`src/rtl/pluto_spi_frame_ctrl_pkg.sv`:
```
// Shared types and constants for the SPI frame controller.
package pluto_spi_frame_ctrl_pkg;

  typedef enum logic [1:0] {
    ST_IDLE  = 2'd0,
    ST_RECV  = 2'd1,
    ST_CHECK = 2'd2
  } state_t;

  // Word indices inside reg_q
  localparam int unsigned PWM0 = 0;
  localparam int unsigned PWM1 = 1;
  localparam int unsigned PWM2 = 2;
  localparam int unsigned PWM3 = 3;
  localparam int unsigned CTRL = 4;

  localparam int unsigned NBYTES_DEFAULT = 20;

  // Value forced onto the PWM words when the host goes silent
  localparam logic [15:0] SAFE_PWM = 16'h0000;

endpackage

```
`src/rtl/pluto_spi_frame_ctrl_wdt.sv`:
```
// Communication watchdog: counts while armed, trips at the limit, sticky until cleared.
module pluto_spi_wdt #(
  parameter int unsigned WDT_W     = 20,
  parameter int unsigned WDT_LIMIT = 400000
) (
  input  logic i_clk,
  input  logic i_rst_n,
  input  logic i_clear,
  output logic o_expire,
  output logic o_trip
);

  logic [WDT_W-1:0] r_cnt;
  logic             r_trip;
  logic             w_at_limit;

  assign w_at_limit = (r_cnt == WDT_W'(WDT_LIMIT - 1));
  // A clear on the same edge as expiry wins, so no expire pulse is reported
  assign o_expire   = !r_trip && w_at_limit && !i_clear;
  assign o_trip     = r_trip;

  // Counter and sticky trip flag; trip starts set so outputs stay safe until the first commit
  always_ff @(posedge i_clk or negedge i_rst_n) begin
    if (!i_rst_n) begin
      r_cnt  <= '0;
      r_trip <= 1'b1;
    end else if (i_clear) begin
      r_cnt  <= '0;
      r_trip <= 1'b0;
    end else if (!r_trip) begin
      if (w_at_limit) r_trip <= 1'b1;
      else            r_cnt  <= r_cnt + 1'b1;
    end
  end

endmodule

```
`src/rtl/pluto_spi_frame_ctrl.sv`:
```
// Frame-level SPI controller: shadow capture, frame validation, atomic commit, watchdog.
module pluto_spi_frame_ctrl
  import pluto_spi_frame_ctrl_pkg::*;
#(
  parameter int unsigned NREG      = 5,
  parameter int unsigned NBYTES    = NBYTES_DEFAULT,
  parameter int unsigned WDT_W     = 20,
  parameter int unsigned WDT_LIMIT = 400000
) (
  input  logic                clk,
  input  logic                nRESET,
  input  logic                ssel_start,
  input  logic                ssel_end,
  input  logic                byte_valid,
  input  logic [7:0]          byte_data,
  output logic [4:0]          byte_idx,
  output logic [16*NREG-1:0]  reg_q,
  output logic                commit,
  output logic                frame_err,
  output logic [7:0]          err_cnt,
  output logic                wdt_trip
);

  state_t      r_state, w_state_nxt;
  logic [4:0]  r_byte_idx;
  logic [7:0]  r_chk, r_rx_chk;
  logic        r_ovr;
  logic [15:0] r_shadow [NREG];
  logic [15:0] r_active [NREG];
  logic        r_commit, r_frame_err;
  logic [7:0]  r_err_cnt;

  logic        w_take, w_commit_now, w_reject_now, w_frame_ok;
  logic [4:0]  w_idx_base;
  logic [7:0]  w_chk_base;
  logic        w_wdt_expire, w_wdt_trip;

  // A start pulse in any state begins a fresh frame, so the byte seen with it is index 0
  assign w_idx_base = ssel_start ? '0 : r_byte_idx;
  assign w_chk_base = ssel_start ? '0 : r_chk;

  // State register
  always_ff @(posedge clk or negedge nRESET) begin
    if (!nRESET) r_state <= ST_IDLE;
    else         r_state <= w_state_nxt;
  end

  // Next-state and frame decision strobes
  always_comb begin
    w_state_nxt  = r_state;
    w_take       = 1'b0;
    w_commit_now = 1'b0;
    w_reject_now = 1'b0;
    w_frame_ok   = (32'(r_byte_idx) == NBYTES) && !r_ovr && (r_chk == r_rx_chk);
    unique case (r_state)
      ST_IDLE: begin
        if (ssel_start) begin
          w_state_nxt = ST_RECV;
          w_take      = byte_valid;
        end
      end
      ST_RECV: begin
        w_take = byte_valid;
        if (ssel_start) begin
          w_reject_now = 1'b1;
        end else if (ssel_end) begin
          w_state_nxt = ST_CHECK;
        end
      end
      ST_CHECK: begin
        w_commit_now = w_frame_ok;
        w_reject_now = !w_frame_ok;
        w_take       = ssel_start && byte_valid;
        w_state_nxt  = ssel_start ? ST_RECV : ST_IDLE;
      end
      default: w_state_nxt = ST_IDLE;
    endcase
  end

  // Byte counter, running checksum, overrun flag and shadow capture
  always_ff @(posedge clk or negedge nRESET) begin
    if (!nRESET) begin
      r_byte_idx <= '0;
      r_chk      <= '0;
      r_rx_chk   <= '0;
      r_ovr      <= 1'b0;
      for (int unsigned k = 0; k < NREG; k++) r_shadow[k] <= '0;
    end else begin
      if (ssel_start) begin
        r_byte_idx <= '0;
        r_chk      <= '0;
        r_ovr      <= 1'b0;
      end
      if (w_take) begin
        if (w_idx_base != '1) r_byte_idx <= w_idx_base + 5'd1;
        if (32'(w_idx_base) < NBYTES - 1)       r_chk    <= w_chk_base ^ byte_data;
        else if (32'(w_idx_base) == NBYTES - 1) r_rx_chk <= byte_data;
        else                                    r_ovr    <= 1'b1;
        for (int unsigned k = 0; k < NREG; k++) begin
          if (32'(w_idx_base) == 2*k)          r_shadow[k][7:0]  <= byte_data;
          else if (32'(w_idx_base) == 2*k + 1) r_shadow[k][15:8] <= byte_data;
        end
      end
    end
  end

  // Active registers, result pulses and saturating error counter
  always_ff @(posedge clk or negedge nRESET) begin
    if (!nRESET) begin
      for (int unsigned k = 0; k < NREG; k++) r_active[k] <= '0;
      r_commit    <= 1'b0;
      r_frame_err <= 1'b0;
      r_err_cnt   <= '0;
    end else begin
      r_commit    <= w_commit_now;
      r_frame_err <= w_reject_now;
      if (w_reject_now && r_err_cnt != '1) r_err_cnt <= r_err_cnt + 8'd1;
      if (w_commit_now) begin
        for (int unsigned k = 0; k < NREG; k++) r_active[k] <= r_shadow[k];
      end else if (w_wdt_expire) begin
        for (int unsigned k = PWM0; k <= PWM3; k++)
          if (k < NREG) r_active[k] <= SAFE_PWM;
      end
    end
  end

  // Flatten active words onto the output bus
  always_comb begin
    reg_q = '0;
    for (int unsigned k = 0; k < NREG; k++) reg_q[16*k +: 16] = r_active[k];
  end

  pluto_spi_wdt #(
    .WDT_W     (WDT_W),
    .WDT_LIMIT (WDT_LIMIT)
  ) u_wdt (
    .i_clk    (clk),
    .i_rst_n  (nRESET),
    .i_clear  (w_commit_now),
    .o_expire (w_wdt_expire),
    .o_trip   (w_wdt_trip)
  );

  assign byte_idx  = r_byte_idx;
  assign commit    = r_commit;
  assign frame_err = r_frame_err;
  assign err_cnt   = r_err_cnt;
  assign wdt_trip  = w_wdt_trip;

endmodule

```
`config.mk`:
```
export PLATFORM = sky130hd
export DESIGN_NAME = pluto_spi_frame_ctrl
export DESIGN_NICKNAME = d
export VERILOG_FILES = /design/src/rtl/pluto_spi_frame_ctrl_pkg.sv /design/src/rtl/pluto_spi_frame_ctrl_wdt.sv /design/src/rtl/pluto_spi_frame_ctrl.sv
export SDC_FILE = /design/constraint.sdc
export NUM_CORES = 1
export LEC_CHECK = 0
export ABC_AREA = 1
export CORE_AREA = 2 2 140 142
export DETAILED_ROUTE_END_ITERATION = 10
export DIE_AREA = 0 0 142 144
export HOLD_SLACK_MARGIN = 0.12
export PLACE_DENSITY = 0.73
export SLEW_MARGIN = 20
export SYNTH_ARGS = -nofsm -noshare
export SYNTH_HDL_FRONTEND = slang
export SYNTH_HIERARCHICAL = 1
export SYNTH_SLANG_ARGS = --single-unit
```
`constraint.sdc`:
```
create_clock -name clk -period 4.5 [get_ports clk]
set_clock_uncertainty 0.15 [all_clocks]
set_input_delay 0.9 -clock clk [delete_from_list [all_inputs] [get_ports clk]]
set_output_delay 0.9 -clock clk [all_outputs]
set_load 0.1 [all_outputs]
```
Yosys cells after proc, flatten, opt, wreduce, memory -nomap -nowiden
Index checks and enable logic that the tools add are counted.
{ "word_totals": {"reg_bits": 215, "elab_cells": 112, "in_bits": 13, "output_inout_bits": 96} }
{ "classes": {"eq_ne": 22, "n_mux": 28, "n_reduce_logical": 26, "magnitude_cmp": 1, "add_sub_neg": 3, "n_bitwise": 7} }
{ "op_table": {"columns": ["cell", "n"], "rows": [
  ["2-to-1 mux 64 bit", 2],
  ["2-to-1 mux 20 bit", 3],
  ["2-to-1 mux 8 bit", 3],
  ["AND reduction 3 bit", 7],
  ["adder 20 x 1 -> 20 bit (second input constant)", 1],
  ["equality test 20 x 19 -> 1 bit (second input constant)", 1],
  ["equality test 5 x 3 -> 1 bit (second input constant)", 4],
  ["2-to-1 mux 5 bit", 3],
  ["AND reduction 2 bit", 6],
  ["2-to-1 mux 1 bit", 11],
  ["equality test 5 x 2 -> 1 bit (second input constant)", 2],
  ["equality test 5 x 4 -> 1 bit (second input constant)", 2],
  ["equality test 5 bit (second input constant)", 2],
  ["adder 8 x 1 -> 8 bit (second input constant)", 1],
  ["equality test 8 bit", 1],
  ["inequality test 8 bit (second input constant)", 1],
  ["bitwise XOR 8 bit", 1],
  ["logical AND 1 bit", 6],
  ["2-to-1 mux 2 bit", 3],
  ["inequality test 2 bit (second input constant)", 3],
  ["NOT 1 bit", 6],
  ["case mux 2 bit (3 select lines)", 1],
  ["adder 5 x 1 -> 5 bit (second input constant)", 1],
  ["equality test 5 x 1 -> 1 bit (second input constant)", 1],
  ["11 further kinds", 15]
]} }

Logic depth before layout (Yosys ltp)
Gate-level depths: netlist of run 1.
{ "logic_depth": {"ltp_word": 8, "depth_mapped": 16, "mapped_depth_nobuf": 14} }

Modules after synthesis
The synthesis of run 1 kept the hierarchy.
{ "by_module_without_submodules": {"columns": ["mod", "area_each_um2", "cells_each", "seq_area_each_um2", "n_inst"], "rows": [
  ["pluto_spi_frame_ctrl", 7926.4, 863, 4854.7, 1],
  ["pluto_spi_wdt", 1347.5, 186, 526.8, 1]
]} }

Least setup slack after synthesis of run 1
No wires, ideal clock.
{ "synth_path": {"kind": "reg-to-reg", "from": "register r_byte_idx[2] (netlist: byte_idx[2])", "to": "register r_active (netlist bit reg_q[4])", "synth_period_minus_slack_ns": 2.941, "setup_ns": 0.076, "slack_ns": 1.559, "required_ns": 4.274, "stages_incl_launch_ff": 17, "n_path_buf": 2, "t_arrival_ns": 2.715, "cell_sequence": "dfrtp_1 > inv_2 > nor2_1 > nand2_1 > nor2_1 > nand3_1 > nor3_2 > buf_2 > nor2_1 > nand2_1 > nor2_1 > nand3_2 > nor2_1 > inv_2 > buf_1 > nand3_1 > o21ai_1"} }
{ "synth_between": {"elab_chain_cells": 7, "elab_cells_between_ends": 8, "cone_classes": "eq/ne: 1; mux: 2; reduce/logical: 5"} }
{ "synth_rtl": {"columns": ["item", "line", "rtl"], "rows": [
  ["from (decl)", "pluto_spi_frame_ctrl.sv:25", "logic [4:0] r_byte_idx;"],
  ["from (signal assigned)", "pluto_spi_frame_ctrl.sv:95", "if (w_idx_base != '1) r_byte_idx <= w_idx_base + 5'd1;"],
  ["equality test 5 bit", "pluto_spi_frame_ctrl.sv:54", "w_frame_ok = (32'(r_byte_idx) == NBYTES) && !r_ovr && (r_chk == r_rx_chk);"],
  ["logical AND 1 bit (2 in a row)", "pluto_spi_frame_ctrl.sv:54", null],
  ["2-to-1 mux 1 bit", "pluto_spi_frame_ctrl.sv:55", "unique case (r_state)"],
  ["net w_commit_now", "pluto_spi_frame_ctrl.sv:33", "logic w_take, w_commit_now, w_reject_now, w_frame_ok;"],
  ["zero test 1 bit", "pluto_spi_frame_ctrl_wdt.sv:19", "assign o_expire = !r_trip && w_at_limit && !i_clear;"],
  ["logical AND 1 bit", "pluto_spi_frame_ctrl_wdt.sv:19", null],
  ["net w_wdt_expire", "pluto_spi_frame_ctrl.sv:36", "logic w_wdt_expire, w_wdt_trip;"],
  ["nonzero test 2 bit (no source line)", null, null],
  ["to (signal, indexed assignment)", "pluto_spi_frame_ctrl.sv:122", "if (k < NREG) r_active[k] <= SAFE_PWM;"],
  ["to (decl)", "pluto_spi_frame_ctrl.sv:29", "logic [15:0] r_active [NREG];"]
]} }
The timed path passes the listed nets, and every way through them passes these cells.
A chain may end at the register's enable or synchronous reset.

Worst setup path in the final report of run 1
{ "layout_path": {"from": "register u_wdt.r_trip (netlist: u_wdt/o_trip)", "to": "output wdt_trip"} }
{ "layout_rtl": {"columns": ["item", "line", "rtl"], "rows": [
  ["from (decl)", "pluto_spi_frame_ctrl_wdt.sv:14", "logic r_trip;"],
  ["from (signal assigned)", "pluto_spi_frame_ctrl_wdt.sv:26", "r_trip <= 1'b1;"],
  ["from (signal assigned)", "pluto_spi_frame_ctrl_wdt.sv:29", "r_trip <= 1'b0;"],
  ["from (signal assigned)", "pluto_spi_frame_ctrl_wdt.sv:31", "if (w_at_limit) r_trip <= 1'b1;"],
  ["to (decl)", "pluto_spi_frame_ctrl.sv:21", "output logic wdt_trip"]
]} }
No word-level cell between the ends.

==> results by group, run 1 <==
Finish
  – Synth-to-Final Area Change: 20.7%
  – Commonest non-fill, non-tap cell in the layout: nand2_1
  – Area of the multi-input gates: 3360 um2
  – Final Cell Area: 11200 um2
  – Share of cells above drive strength 1: 0.0597
  – Antenna cells: 0
  – Reg area: 5380 um2
  – Filler cells: 1653
  – Final #Nets: 1167
  – Most frequent cells in the layout: nand2_1 (354), dfrtp_1 (214), clkdlybuf4s50_1 (107), o21ai_0 (104), nand3_1 (87)

Status
  – Outcome: finished clean

Setup path
  – Buf+Inv Stages, Crit Path: 1
  – R2r startpoint: byte_idx[3]
  – Largest delay share family, worst path: buffers and inverters
  – CP Class: register to primary output
  – Crit path DAT: 2.19 ns
  – Stages on worst setup path: 1
  – Worst R2R Path Depth: 15
  – Critical path required time: 3.45 ns
  – CP cell instances: clkdlybuf4s50_1
  – CP Capture Type: primary output
  – Crit. Startpoint: u_wdt/o_trip
  – Worst Path Max Fanout: 3
  – Max stage delay on crit path: 1.13 ns
  – Worst setup path end: wdt_trip
  – Worst path slowest cell: clkdlybuf4s50_1
  – Worst r2r dst: reg_q[43]
  – R2R Setup Slk: 1.37 ns
  – Startpoint Class: register

Placed design
  – Post-DP HPWL: 13700 um
  – Routability cong.: 0.849
  – Number of port buffers: 108
  – Placed inst area: 10500 um2

Die
  – Core Region: 19100 um2
  – Die Footprint: 20400 um2
  – Die height: 144 um
  – I/O pins: 109
  – Placement Rows: 51
  – Die width: 142 um
  – Starting Density: 0.486

STA
  – Max-slew violations: 0
  – Final Hold Vio Count: 0
  – Crit path time final: 3.24 ns
  – Final setup violating endpoints: 0
  – Worst-Margin Slew: 1.05 ns
  – Setup TNS: 0 ns
  – Post-route clock period utilization: 0.719
  – Max Freq: 0.309 GHz
  – RSZ-0062 raised after global routing: no
  – Slew HR: 0.300

Logic synthesis
  – Register area share after synthesis: 0.580
  – Largest area contributor in the netlist: dfrtp_1
  – Yosys top cell area share: 0.577
  – Ranking of synthesized cells by area: dfrtp_1 (58%), nand2_1 (14%), o21ai_0 (5.6%)
  – Mapped cell area: 9270 um2
  – Syn nets: 1073
  – Syn Inst Count: 1049
  – YS warnings: 6
  – Distinct cell type count after synthesis: 36
  – #FFs+latches synth: 215
  – Syn avg cell area: 8.84 um2

Clock tree
  – Clock Latency Late Sink: 0.50 ns
  – Post_cts resized: 0
  – Clock sinks: 215
  – Root Buffer Master: clkbuf_16
  – Hold Buf Count CTS: 0
  – CTS H-Tree Depth: 1
  – Post-CTS Setup Inserts: 0
  – Clock Path Buffers: 3
  – CTS tree: built
  – CTS Buf Count: 22
  – Worst-path clk slew: 0.06 ns

Global routing
  – All-Layer GR Usage: 0.213
  – Vias in the first global route: 6835
  – Antenna violations before repair: 0
  – Grt ovf: 0
  – Largest net degree at the start of global routing: 114
  – Global-route wire length before repair: 35000 um

Routing
  – Routed len/inst: 15.1 um
  – Drc violations: 0
  – Drt first pass iters: 5
  – Via density: 5.13
  – Detail Route Antenna Nets: 0
  – DRT iter0 DRCs: 588
  – Vias: 7154
  – DRT Wirelength: 21100 um

Worst hold path
  – Hold path cells: 2
  – Hold Path Class: register to register

Job
  – Max-cap violations: 0

Power
  – P per Cell Area: 457 nW/um2
  – VDD IR max: 427 uV
  – Lkg Pwr: 5.39 nW
-- cells in the mapped netlist, drive strengths merged --
library cell,number
nor2,59
nand4,10
o21ai,136
nor3b,1
clkinv,1
dfrtp,214
nor4,1
ha,11
a21oi,5
xnor2,6
clkbuf,10
nand3b,2
dfstp,1
a21boi,1
nor3,5
buf,34
nand2,357
and3,3
inv,79
o21bai,3
a2bb2oi,1
xor2,20
nand3,89
-- metal layers --
metal / global-route usage / vias up / share of wire
li1: - / 3533 / -
met2: 0.340 / 171 / 0.47
met3: 0.0301 / 36 / 0.042
met1: 0.302 / 3414 / 0.46
met4: 0.0684 / 0 / 0.025
met5: 0 / - / 0
-- cell families after synthesis --
group | count (synthesis) | share of synthesized area
simple gates | 527 | 0.238
compound gates | 146 | 0.0843
flops | 215 | 0.580
xor+xnor | 26 | 0.0246
buf+inv | 124 | 0.0583
fa+ha+maj | 11 | 0.0148
-- power by group --
part | internal [mW] | switching, mW
logic | 0.298 | 0.696
registers | 2.19 | 0.171
clock network | 1.04 | 0.712
total | 3.53 | 1.58
-- worst min-delay path: cells and delay by family, from the launching register on --
kind | cells | cell delay [ns]
flip-flops | 1 | 0.34
AND/OR/NAND/NOR | 2 | 0.10
-- flip-flops by register name, summed over array words and instances (netlist names) --
name and count:
err_cnt 8, r_state 2, u_wdt/r_cnt 20, commit 1, reg_q 80, u_wdt/o_trip 1, frame_err 1, r_chk 8
r_shadow 80, byte_idx 5, r_ovr 1, r_rx_chk 8
-- worst min path at each step --
| stage | start | to |
|---|---|---|
| 4_1_cts | r_shadow[60] | reg_q[28] |
| 2_1_floorplan | r_shadow[0] | reg_q[64] |
| 6_report | r_shadow[60] | reg_q[28] |
| 3_3_place_gp | r_shadow[78] | reg_q[14] |
| 3_5_place_dp | reg_q[68] | reg_q[68] |
| 5_1_grt | r_shadow[16] | reg_q[48] |
-- through the flow --
stage               power, mW   util  hold WS, ns  std cells  worst slack (ns)
finish                   5.11  0.587        0.318       1394              1.26
global route             5.39  0.587        0.348       1394              1.12
CTS                      5.17  0.587        0.322       1394              1.25
detailed placement       3.39  0.550        0.308       1357             0.984
global placement         3.36  0.550        0.309       1357              1.10
floorplan                3.10      -        0.299       1049              1.56
-- layout make-up --
cell class / count / area share
multi-input cells: 710 / 0.300
clock buffers: 36 / 0.0620
inverters: 80 / 0.0268
flip-flops and latches: 215 / 0.481
repair buffers: 114 / 0.103
well taps: 238 / 0.0266
clock inverters: 1 / 0.000447
(Power assumes the default switching activity.)
==> run 2, diff against run 1 <==
clock period = 3.1 ns   (was 4.5 ns; I/O delays follow)
==> results by group, run 2 (same netlist as run 1, synthesis figures left out) <==
STA
  – Post-route clock period utilization: 0.889
  – Final Hold Vio Count: 0
  – Post-route worst setup slack: 0.343 ns
  – Max Freq: 0.363 GHz
  – Worst-Margin Slew: 0.612 ns
  – Final setup violating endpoints: 0
  – Setup TNS: 0 ns
  – Crit path time final: 2.76 ns
  – Max-slew violations: 0
  – RSZ-0062 raised after global routing: no
  – Slew HR: 0.591
  – Hold_ws: 0.322 ns

Power
  – VDD IR max: 852 uV
  – Total chip power: 7.57 mW
  – Net Sw Frac: 0.304
  – Internal power: 5.27 mW
  – Combinational share of power: 0.190
  – Sequential share of power: 0.452
  – P per Cell Area: 683 nW/um2
  – Clock share of power: 0.358
  – Switching Power: 2.30 mW
  – Lkg Pwr: 5.66 nW

Setup path
  – Worst R2R Path Depth: 14
  – R2R Setup Slk: 0.34 ns
  – CP Class: register to register
  – Most used cell, CP: nor2_1
  – Crit. Startpoint: byte_idx[3]
  – Worst Path Max Fanout: 19
  – R2r startpoint: byte_idx[3]
  – Worst path slowest cell: dfrtp_1
  – CP cell instances: nor2_1 -> nand2_1 -> nor2_1 -> nand3_1 -> nor3_4 -> nor2_1 -> nand2_1 -> nor2_1 -> nand3_2 -> nor2_1 -> inv_2 -> buf_4 -> nand3_1 -> nand2_1
  – CP Capture Type: register
  – Worst r2r dst: reg_q[52]
  – Buf+Inv Stages, Crit Path: 2
  – Critical path required time: 3.38 ns
  – Largest delay share family, worst path: simple AND/OR/NAND/NOR gates
  – Startpoint Class: register
  – Max stage delay on crit path: 0.44 ns
  – Crit path DAT: 3.04 ns

Placed design
  – Routability cong.: 0.894
  – Number of port buffers: 108
  – Post-DP HPWL: 13900 um
  – Pre-CTS WS: -0.00125 ns

Clock tree
  – Clock Latency Late Sink: 0.50 ns
  – Clock Path Buffers: 3
  – Root Buffer Master: clkbuf_16
  – CTS tree: built
  – CTS Buf Count: 23
  – Post-CTS Setup Inserts: 0
  – Worst-path clk slew: 0.06 ns
  – CTS H-Tree Depth: 1
  – Clock sinks: 215

Die
  – Starting Density: 0.486
  – Core Region: 19100 um2
  – Die Footprint: 20400 um2
  – Die height: 144 um
  – Placement Rows: 51
  – I/O pins: 109
  – Die width: 142 um

Status
  – Outcome: finished clean

Routing
  – Drt first pass iters: 5
  – Detail Route Antenna Nets: 0
  – Vias: 7171
  – DRT Wirelength: 21000 um
  – Routed len/inst: 15.0 um
  – Drc violations: 0
  – DRT iter0 DRCs: 534
  – Via density: 5.11

Global routing
  – Largest net degree at the start of global routing: 78
  – Antenna violations before repair: 0
  – All-Layer GR Usage: 0.208
  – Grt ovf: 0
  – Global-route wire length before repair: 34100 um
  – Vias in the first global route: 6508

Finish
  – Synth-to-Final Area Change: 19.6%
  – Filler cells: 1641
  – Commonest non-fill, non-tap cell in the layout: nand2_1
  – Most frequent cells in the layout: nand2_1 (354), dfrtp_1 (214), buf_4 (105), o21ai_0 (104), nand3_1 (87)
  – Share of cells above drive strength 1: 0.150
  – Antenna cells: 0
  – Layout Utilization: 0.581
  – Final #Nets: 1176

Job
  – Max-cap violations: 0

Worst hold path
  – Hold Path Sink: reg_q[67]
  – Hold path cells: 2
  – Hold Path Class: register to register
  – HP Start: reg_q[67]
-- run 2: changes by cell type in the layout (fill, tap and decap cells not counted), sizes merged --
cell           before  now
bufinv              0    2
dlygate4sd3         0    1
buf                 6  109
clkinv              2    4
clkbuf             37   33
clkdlybuf4s50     107   11
-- run 2: layer usage --
metal / up-vias / global-route usage / routed length, um
li1: 3557 / - / -
met1: 3432 / 0.307 / 9880
met2: 165 / 0.330 / 9940
met3: 17 / 0.0281 / 982
met4: 0 / 0.0468 / 215
met5: - / 0 / 0
-- run 2: worst max path at each step --
stage / cells after the start / end
global placement: 10 / r_shadow[62]
global route: 14 / reg_q[54]
detailed placement: 10 / r_shadow[60]
floorplan: 16 / reg_q[4]
finish: 14 / reg_q[52]
CTS: 14 / reg_q[52]
-- run 2: power groups by stage --
| stage | registers [mW] | logic, mW | clock network, mW |
|---|---|---|---|
| 2_1_floorplan | 3.74 | 0.755 | 0 |
| 3_3_place_gp | 3.45 | 1.41 | 0 |
| 3_5_place_dp | 3.46 | 1.45 | 0 |
| 4_1_cts | 3.42 | 1.46 | 2.77 |
| 5_1_grt | 3.47 | 1.62 | 2.89 |
| 6_report | 3.42 | 1.44 | 2.71 |
-- run 2: per-stage QoR --
| step | instances | instance area, um2 |
|---|---|---|
| 2_1_floorplan | 1049 | 9270 |
| 3_3_place_gp | 1364 | 10300 |
| 3_5_place_dp | 1364 | 10300 |
| 4_1_cts | 1402 | 11100 |
| 5_1_grt | 1402 | 11100 |
| 6_report | 1402 | 11100 |
-- run 2: final cells by class --
cell class,instances,area [um2],area share
tap,238,298,0.0269
multi-input combinational,710,3360,0.303
timing repair buffer,122,1000,0.0904
inverter,80,300,0.0271
clock inverter,5,78.8,0.00711
sequential,215,5380,0.485
clock buffer,32,669,0.0604
-- run 2: timing repair --
item                      in CTS  in global routing
hold endpoints to repair      43                  0
resized for setup              0                  0
hold buffers                   1                  0
-- run 2: worst min-delay path: cells and delay by family (launching register included) --
kind / cells / cell delay, ns
flops: 1 / 0.34
simple gates: 2 / 0.10
==> run 3, diff against run 2 <==
CORE_AREA = 2 2 189 191   (was 2 2 140 142)
DIE_AREA = 0 0 191 193   (was 0 0 142 144)
PLACE_DENSITY = 0.46   (was 0.73)
==> results by group, run 3 (same netlist as run 1, synthesis figures left out) <==
Finish
  – Synth-to-Final Area Change: 25.2%
  – Share of cells above drive strength 1: 0.166
  – Final #Nets: 1191
  – Most frequent cells in the layout: nand2_1 (354), dfrtp_1 (214), buf_4 (116), o21ai_0 (104), nand3_1 (87)
  – Commonest non-fill, non-tap cell in the layout: nand2_1
  – Layout Utilization: 0.332
  – Antenna cells: 0

Setup path
  – Worst Path Max Fanout: 104
  – Worst path slowest cell: dfrtp_1
  – CP cell instances: nor2_1 -> nand2_1 -> nor2_1 -> nand3_1 -> nor3_4 -> buf_12 -> clkinv_2 -> buf_12 -> nand3_1 -> o21ai_0
  – R2r startpoint: byte_idx[3]
  – Crit path DAT: 2.89 ns
  – Crit. Startpoint: byte_idx[3]
  – Startpoint Class: register
  – CP Class: register to register
  – CP Capture Type: register
  – Max stage delay on crit path: 0.44 ns
  – Critical path required time: 3.33 ns

Clock tree
  – Post_cts resized: 0
  – Clock Path Buffers: 3
  – Clock Latency Late Sink: 0.53 ns
  – Hold Buf Count CTS: 1
  – Root Buffer Master: clkbuf_16
  – Clock sinks: 215
  – CTS tree: built
  – Worst-path clk slew: 0.06 ns
  – CTS Buf Count: 26
  – Post-CTS Setup Inserts: 0
  – CTS H-Tree Depth: 1

STA
  – Max-slew violations: 0
  – Final Hold Vio Count: 0
  – Worst-Margin Slew: 0.589 ns
  – Slew HR: 0.607
  – Post-route clock period utilization: 0.856
  – Max Freq: 0.377 GHz
  – RSZ-0062 raised after global routing: no
  – Setup TNS: 0 ns
  – Crit path time final: 2.65 ns
  – Final setup violating endpoints: 0

Power
  – Lkg Pwr: 5.78 nW
  – VDD IR max: 701 uV
  – P per Cell Area: 691 nW/um2

Placed design
  – Post-DP HPWL: 16200 um
  – Number of port buffers: 108
  – Routability cong.: 0.771

Status
  – Outcome: finished clean

Routing
  – DRT iter0 DRCs: 485
  – Via density: 4.36
  – Routed len/inst: 15.2 um
  – Vias: 7193
  – Drc violations: 0
  – DRT Wirelength: 25000 um
  – Detail Route Antenna Nets: 0
  – Drt first pass iters: 5

Die
  – Core Region: 35000 um2
  – Placement Rows: 69
  – Die Footprint: 36900 um2
  – I/O pins: 109
  – Die height: 193 um
  – Die width: 191 um
  – Starting Density: 0.265

Global routing
  – Vias in the first global route: 7054
  – Largest net degree at the start of global routing: 105
  – Grt ovf: 0
  – Antenna violations before repair: 0
  – All-Layer GR Usage: 0.138
  – Global-route wire length before repair: 39900 um

Worst hold path
  – HP Start: reg_q[73]
  – Hold Path Class: register to register

Job
  – Max-cap violations: 0
[run 3: worst max-delay path, delay by kind of cell (launching register included)]
kind                   cells  cell delay (ns)
DFF                        1             0.44
buffers and inverters      3             0.67
and+or+nand+nor            6             1.03
AOI/OAI and AO/OA          1             0.09
[run 3: final timing paths]
check | to | slack, ns | cells after the start
max | reg_q[16] | 0.45 | 10
min | reg_q[73] | 0.32 | 2
max reg2reg | reg_q[16] | 0.45 | 10
min reg2reg | reg_q[73] | 0.32 | 2
max in group asynchronous | u_wdt/o_trip | 1.42 | 3
min in group asynchronous | reg_q[18] | 0.51 | 2
[run 3: layout make-up]
type	count	area, um2
Timing Repair Buffer	134	1110
Tap cell	461	577
Sequential cell	215	5380
Inverter	80	302
Clock buffer	34	732
Clock inverter	14	154
Multi-Input combinational cell	710	3360
Fill cell	3713	23400
[run 3: where the power goes]
| group | internal [mW] | switching [mW] |
|---|---|---|
| clock network | 1.91 | 1.22 |
| logic | 0.437 | 1.04 |
| registers | 3.18 | 0.239 |
| total | 5.53 | 2.50 |
[run 3: metal layers]
metal / part of all wire / track usage / vias to the layer above
met1: 0.49 / 0.196 / 3425
li1: - / - / 3611
met4: 0.017 / 0.0349 / 0
met5: 0 / 0 / -
met2: 0.45 / 0.220 / 128
met3: 0.042 / 0.0192 / 29
[run 3: stage by stage]
stage | std cells | total power, mW | worst slack, ns | hold WS (ns) | instance area, um2
2_1_floorplan | 1049 | 4.50 | 0.159 | 0.174 | 9270
3_3_place_gp | 1599 | 4.94 | 0.104 | 0.310 | 10700
3_5_place_dp | 1599 | 4.95 | 0.00990 | 0.311 | 10700
4_1_cts | 1648 | 8.16 | 0.425 | 0.326 | 11600
5_1_grt | 1648 | 8.49 | 0.238 | 0.351 | 11600
6_report | 1648 | 8.03 | 0.446 | 0.322 | 11600
==> patch (settings of run 2) <==
Reset style: synchronous (`i_rst_n` and `nRESET`), changed in 4 clocked blocks.
--- a/src/rtl/pluto_spi_frame_ctrl_wdt.sv
+++ b/src/rtl/pluto_spi_frame_ctrl_wdt.sv
@@ -20,7 +20,7 @@
   assign o_trip     = r_trip;
 
   // Counter and sticky trip flag; trip starts set so outputs stay safe until the first commit
-  always_ff @(posedge i_clk or negedge i_rst_n) begin
+  always_ff @(posedge i_clk) begin
     if (!i_rst_n) begin
       r_cnt  <= '0;
       r_trip <= 1'b1;
--- a/src/rtl/pluto_spi_frame_ctrl.sv
+++ b/src/rtl/pluto_spi_frame_ctrl.sv
@@ -40,7 +40,7 @@
   assign w_chk_base = ssel_start ? '0 : r_chk;
 
   // State register
-  always_ff @(posedge clk or negedge nRESET) begin
+  always_ff @(posedge clk) begin
     if (!nRESET) r_state <= ST_IDLE;
     else         r_state <= w_state_nxt;
   end
@@ -78,7 +78,7 @@
   end
 
   // Byte counter, running checksum, overrun flag and shadow capture
-  always_ff @(posedge clk or negedge nRESET) begin
+  always_ff @(posedge clk) begin
     if (!nRESET) begin
       r_byte_idx <= '0;
       r_chk      <= '0;
@@ -105,7 +105,7 @@
   end
 
   // Active registers, result pulses and saturating error counter
-  always_ff @(posedge clk or negedge nRESET) begin
+  always_ff @(posedge clk) begin
     if (!nRESET) begin
       for (int unsigned k = 0; k < NREG; k++) r_active[k] <= '0;
       r_commit    <= 1'b0;
Behaviour: differs if nRESET is asserted again (counterexample within 4 cycles, from zero or initial values and one cycle with nRESET low); with nRESET held inactive, the same outputs for 10 cycles.
==> patch against run 2 <==
Area after synthesis down 1.8%; clock power down 5%; global-route usage decreased by 1.0 points; total power is 9.9% lower; wire length down 3.8%; setup slack improved by 0.27 ns; sequential cell count unchanged; cell area fell by 1.8%; critical path type unchanged.
==> patch: results (changes against run 2) <==
outcome completed; # nets final 1232 (+4.8%); DRT Wirelength 20200 um (-3.8%); Internal 4.92 mW (-6.7%); fraction of layout cells with a size suffix above 1 13.7% (-1.4 points); RR Startpoint r_state[0]; Synth Area in Compound Gates 3.82% (-4.6 points); CTS H-tree lvls 1 (unchanged); Net Sw Frac 27.9% (-2.5 points); number of global-route vias before repair 6455 (-0.81%); FF-to-FF setup slack 0.61 ns (+0.27 ns); Hold WS 0.312 ns (-0.0102 ns); largest net degree at the start of global routing 65 (-17%); Root Driver clkbuf_16; leakage 5.31 nW (-6.1%); routability cong. 0.901 (+0.76%); critical path's slowest cell dfxtp_1; Hold Path Stages 2 (unchanged); HP Start r_rx_chk[6]; Slew headroom 56.6% (-2.5 points); DRT iter0 DRCs 535 (+0.19%); Tot GR Track Use 19.7% (-1.0 points); logic gate share of total power 14.2% (-4.8 points); Detail Placement HPWL 14400 um (+3.5%); max incr delay on CP 0.38 ns (-0.06 ns); Hold EP r_rx_chk[6]; most common library cells after synthesis nand2_1, inv_1, dfxtp_1, edfxtp_1, nor2_1; largest area contributor in the netlist edfxtp_1; clock latency on the worst-skew pair 0.52 ns (+0.02 ns); Critical Path AT 2.54 ns (-0.50 ns); n_diodes 0 (unchanged); Top FF cell, synth dfxtp_1; Cell variety after synth 37 (+2.8%); sequential share of the synthesized area 57.8% (-0.21 points); Synth Instances 1099 (+4.8%); clock-net power 2.58 mW (-5%); Hold Path Class reg2reg; WL per Instance 13.8 um (-8.0%); mux cell area share after synthesis 0% (unchanged); placed cell area 10200 um2 (-1.4%); Post-synth EDFFs 96 (+96); final period utilization 80.3% (-8.6 points); Avg Vias per Cell 4.82 (-5.7%); Inst Count DP 1425 (+4.5%); Crit Reg-Reg Endpoint r_shadow[4][6]; Setup WS pre-CTS 0.120 ns (+0.121 ns); Crit Path Max Fanout 9 (-10); Max VDD drop 0.393 mV (-54%); first-pass GRT wire length 32300 um (-5.3%); ranking of synthesized cells by area edfxtp_1, dfxtp_1, nand2_1, inv_1, nor2_1; adder-cell share of the synthesized area 0.962% (-0.52 points); Crit. Startpoint r_state[0]; post-cts resize count 0 (unchanged); ys async rst share 0% (-100 points); cell family with most CP delay simple AND/OR/NAND/NOR gates; xor and xnor area share after synthesis 0.289% (-2.2 points)
==> patch: cell count changes after synthesis, sizes merged, moves of 47 or more <==
cell	before	now
edfxtp	0	96
nand2	357	412
nand3	89	42
dfrtp	214	0
dfxtp	0	119
inv	79	175
o21ai	136	20
==> patch: per-layer routing <==
metal	GRT usage, %	up-vias	part of all wire, %
met3	2.81	31	6.3
li1	-	3644	-
met5	0	-	0
met4	6.89	0	2.4
met1	28.1	3176	47
met2	31.0	227	45
==> patch: cell type report <==
type,count,area (um2)
clock buffer,33,634
clock inverter,9,75.1
fill,1709,8190
inverter,176,661
multi-input combinational,672,2970
sequential,215,5270
tap,238,298
timing repair buffer,124,986
==> patch: cell families (layout without fill, tap and decap cells) <==
kind of cell    Yosys count  after routing
fa+ha+maj                 7              7
flops                   215            215
compound gates           60             60
buf+inv                 212            342
simple gates            602            602
xor+xnor                  3              3
